[config.mk]
export PLATFORM = sky130hd
export DESIGN_NAME = matrix_mm_stream_ctrl
export DESIGN_NICKNAME = d
export VERILOG_FILES = /design/src/rtl/matrix_mm_stream_ctrl.sv
export SDC_FILE = /design/constraint.sdc
export NUM_CORES = 1
export LEC_CHECK = 0
export CAP_MARGIN = 10
export CORE_MARGIN = 8
export CORE_UTILIZATION = 46
export DETAILED_ROUTE_END_ITERATION = 10
export GPL_TIMING_DRIVEN = 0
export PLACE_DENSITY = 0.77
export SYNTH_ARGS = -nofsm -noshare
export SYNTH_HDL_FRONTEND = slang
export SYNTH_SLANG_ARGS = --single-unit
[constraint.sdc]
create_clock -name clk -period 2.3 [get_ports clk]
set_input_delay 0.69 -clock clk [delete_from_list [all_inputs] [get_ports clk]]
set_output_delay 0.69 -clock clk [all_outputs]
set_load 0.01 [all_outputs]
[src/rtl/matrix_mm_stream_ctrl.sv]
`default_nettype none
// ============================================================================
// matrix_mm_stream_ctrl : serial operand loader / result streamer for a 4x4
// combinational matrix multiplier.            Revision: 1.0
// ============================================================================
module matrix_mm_stream_ctrl #(
  parameter int ELEM_W = 3,
  parameter int RES_W  = 8,
  parameter int SETTLE = 1
) (
  input  logic                 clk,
  input  logic                 rst_n,
  input  logic                 in_valid,
  output logic                 in_ready,
  input  logic [ELEM_W-1:0]    in_data,
  output logic [16*ELEM_W-1:0] mat_a,
  output logic [16*ELEM_W-1:0] mat_b,
  input  logic [16*RES_W-1:0]  mm_res,
  output logic                 out_valid,
  input  logic                 out_ready,
  output logic [RES_W-1:0]     out_data,
  output logic                 out_last,
  output logic                 busy
);

  localparam int WCW = (SETTLE > 1) ? $clog2(SETTLE) : 1;

  localparam logic [1:0] S_LOAD  = 2'd0;
  localparam logic [1:0] S_WAIT  = 2'd1;
  localparam logic [1:0] S_DRAIN = 2'd2;

  logic [1:0]            r_state;
  logic [1:0]            w_next_state;
  logic [4:0]            r_load_cnt;
  logic [WCW-1:0]        r_wait_cnt;
  logic [3:0]            r_out_idx;
  logic [16*ELEM_W-1:0]  r_mat_a;
  logic [16*ELEM_W-1:0]  r_mat_b;
  logic [16*RES_W-1:0]   r_res;
  logic                  w_in_acc;
  logic                  w_out_acc;

  assign w_in_acc  = in_valid  && (r_state == S_LOAD);
  assign w_out_acc = out_ready && (r_state == S_DRAIN);

  always_ff @(posedge clk or negedge rst_n) begin
    if (!rst_n) begin
      r_state <= S_LOAD;
    end else begin
      r_state <= w_next_state;
    end
  end

  always_comb begin
    w_next_state = r_state;
    case (r_state)
      S_LOAD:  if (w_in_acc && (r_load_cnt == 5'd31)) w_next_state = S_WAIT;
      S_WAIT:  if (r_wait_cnt == '0) w_next_state = S_DRAIN;
      S_DRAIN: if (w_out_acc && (r_out_idx == 4'd15)) w_next_state = S_LOAD;
      default: w_next_state = S_LOAD;
    endcase
  end

  // Counters and operand/result storage; the 5-bit load counter and 4-bit
  // output index wrap to zero on their final step.
  always_ff @(posedge clk or negedge rst_n) begin
    if (!rst_n) begin
      r_load_cnt <= '0;
      r_wait_cnt <= '0;
      r_out_idx  <= '0;
      r_mat_a    <= '0;
      r_mat_b    <= '0;
      r_res      <= '0;
    end else begin
      case (r_state)
        S_LOAD: begin
          if (w_in_acc) begin
            if (!r_load_cnt[4]) begin
              r_mat_a[r_load_cnt[3:0]*ELEM_W +: ELEM_W] <= in_data;
            end else begin
              r_mat_b[r_load_cnt[3:0]*ELEM_W +: ELEM_W] <= in_data;
            end
            r_load_cnt <= r_load_cnt + 5'd1;
            if (r_load_cnt == 5'd31) begin
              r_wait_cnt <= WCW'(SETTLE - 1);
            end
          end
        end
        S_WAIT: begin
          if (r_wait_cnt == '0) begin
            r_res     <= mm_res;
            r_out_idx <= '0;
          end else begin
            r_wait_cnt <= r_wait_cnt - 1'b1;
          end
        end
        S_DRAIN: begin
          if (w_out_acc) begin
            r_out_idx <= r_out_idx + 4'd1;
          end
        end
        default: ;
      endcase
    end
  end

  always_comb begin
    in_ready  = (r_state == S_LOAD);
    out_valid = (r_state == S_DRAIN);
    out_last  = (r_state == S_DRAIN) && (r_out_idx == 4'd15);
    out_data  = '0;
    if (r_state == S_DRAIN) begin
      out_data = r_res[r_out_idx*RES_W +: RES_W];
    end
    busy      = (r_state != S_LOAD) || (r_load_cnt != 5'd0);
  end

  assign mat_a = r_mat_a;
  assign mat_b = r_mat_b;

endmodule
`default_nettype wire

==> results_dict.tcl <==
set metrics [dict create \
    status "complete, but fails checks" \
    violations "setup timing" \
    coreArea_um2 22600 \
    finalSetupViolCount 10 \
    critPathCapture "out_data[0]" \
    tightestPinTransition_ps 771 \
    postRouteAntennaNets 0 \
    synth.area.top_cells "dfrtp_1 (56%), mux2_2 (24%), mux4_2 (3.6%), mux2i_1 (2.8%), nand3_1 (1.4%)" \
    ys_seq_elements 235 \
    drt_pass1_iterations 5 \
    met3_wirelength_mm 1.64 \
    row_count 55 \
    grt_antenna_before_repair 1 \
    die_area_um2 28000 \
    gp_congestion 0.825 \
    cp-end-kind "primary output" \
    drt-met1-wl_mm 12.8 \
    yosysUniqueCellTypes 44 \
    fin_crit_sh 1.31 \
    clock_path_buffers 3 \
    drc 0 \
    r2r_end "mat_a[34]" \
    synth_ff_type "dfrtp_1" \
    cts_max_level 1 \
    syn_nets 890 \
    synthArstFlopShare 1.00 \
    fin_worst_skew_ps 13.7 \
    io_pins 243 \
    grt.overflow.total 0 \
    grt_pass1_vias 7974 \
    cts_tree "done" \
    clock.fmax_mhz 333 \
    seq_area_frac_synth 0.559 \
    dp_hpwl_mm 21.5 \
    wl_met2_mm 14.3 \
    rr_worst_depth 7 \
    synth_cells 749 \
    nNetsFinal 1181 \
    chipWidth_um 167 \
    wl_per_cell_um 21.8 \
    mostFrequentLayoutCells "clkdlybuf4s50_1 (229), dfrtp_1 (229), mux2_2 (227)" \
    synth-warning-count 0 \
    drt_iter0_drc 476 \
    syn_area_per_cell_um2 14.1 \
    clock_sinks 235 \
    report.final.slew_viol_count 0 \
    initial_core_util 0.466 \
    numCtsBuffers 26 \
    maxUsedRoutingLayer "met4" \
    startpoint "r_out_idx[0]" \
    p_per_area_nw_per_um2 1170 \
    stdcell_count 1343 \
    cp_max_fo 5 \
    grt_max_degree 88 \
    area_growth_pct 39.1 \
    netlist_area_um2 10500 \
    max_slew_margin 0.483 \
    final_area_um2 14600 \
    dpl_cell_area_um2 13400 \
    vias 7275 \
    min_path_type "primary input to async pin" \
    place_ws_ps -1020 \
    path_clk_slew_ps 60 \
    required_ps 1610 \
    io_buffers 242 \
    crit_type "flip-flop to primary output" \
    layout_setup_ws_ps -704 \
    hold_violations 0 \
    r2r-start "r_load_cnt[1]" \
    grt_usage 0.208 \
    dp_cells 1278 \
    critPathArrivalTime_ps 2310 \
    hold_slack_ps 106 \
    routed_wl_mm 29.3 \
    grt_pass1_wl_mm 46.4 \
    synth.top_cell.area_share 0.559 \
    post-route-util 0.649 \
    postCtsHoldBufs 0 \
    vdd_drop_max_mv 0.528 \
    die_y_um 167 \
    synth_edf_count 0 \
    drive_above_1_share 0.373 \
    rsz0062_at_grt "yes" \
    clockRootBuffer "clkbuf_16" \
    p_leak_nw 6.65 \
    clk_latency_ps 520 \
    start_kind "flip-flop" \
    min_period_ps 3000 \
    viasPerCell 5.42 \
    yosysTopAreaCell "dfrtp_1" \
    cap_violations 0 \
    r2r_setup_slack_ps 120 \
]
==> worst max-delay path: stages, from the launching register on <==
cell and delay (ps):
dfrtp_2 430, buf_12 140, mux4_2 480, o211ai_1 430, o21ai_1 140, buf_2 180
==> sequential cells by signal, indices dropped and copies added, names as in the netlist <==
signal,flops
mat_a,48
r_res,128
r_state,2
r_out_idx,4
r_load_cnt,5
mat_b,48
==> stage by stage <==
stage / power [mW] / TNS [ps]
6_report: 17.2 / -5330
4_1_cts: 17.0 / -5280
3_3_place_gp: 12.2 / -2258390
5_1_grt: 18.1 / -5990
2_1_floorplan: 9.64 / 0
3_5_place_dp: 12.4 / -50450
==> kinds of logic (layout without fill, tap and decap cells) <==
group,count (synthesis),count (layout),share of synthesized area
AO/OA/AOI/OAI,50,50,0.0308
adder cells (fa/ha/maj),6,6,0.00713
buffers and inverters,44,352,0.0196
XOR/XNOR,6,6,0.00642
multiplexers,274,274,0.308
AND/OR/NAND/NOR,134,134,0.0696
other,0,1,0
flip-flops,235,235,0.559
==> layer usage <==
metal,global-route usage,vias up
met1,0.279,3707
met3,0.0409,36
met2,0.345,223
met4,0.0512,0
li1,-,3309
met5,0,-
==> repair_timing <==
action,in CTS,in global routing
cloned,0,1
hold endpoints to repair,0,0
pin swaps,11,8
setup buffers,14,8
setup endpoints to repair,62,53
resized for setup,122,32
==> cell type report <==
class	count	area, µm²
buffer	36	279
clock buffer	40	774
fill	1736	7930
sequential	235	5890
timing repair buffer	267	2670
tap	285	357
clock inverter	5	57.6
antenna	1	2.50
multi-input combinational	470	4590
inverter	4	17.5
==> how the worst min path moves through the flow <==
stage	to	slack [ps]	startpoint
2_1_floorplan	mat_a[0]	390	rst_n
3_3_place_gp	r_res[83]	480	r_res[83]
3_5_place_dp	r_res[93]	490	r_res[93]
4_1_cts	mat_a[26]	120	rst_n
5_1_grt	mat_a[26]	130	rst_n
6_report	mat_a[26]	110	rst_n
==> power breakdown <==
part           internal (mW)  switching, mW  total (mW)
clock                   2.42           1.62        4.04
sequential              5.45          0.785        6.24
combinational           3.78           3.12        6.90
==> synth_stat cells (all sizes together) (4+ instances only) <==
cell type,instances
nor2,18
o22a,6
mux2,228
buf,24
o211ai,8
dfrtp,235
nor2b,7
mux2i,29
inv,4
clkbuf,16
nand3,29
a22oi,7
ha,6
nand2,32
and3,6
a21oi,5
mux4,17
o21ai,19
and2,18
No activity file was read; power rests on OpenSTA's default activity.
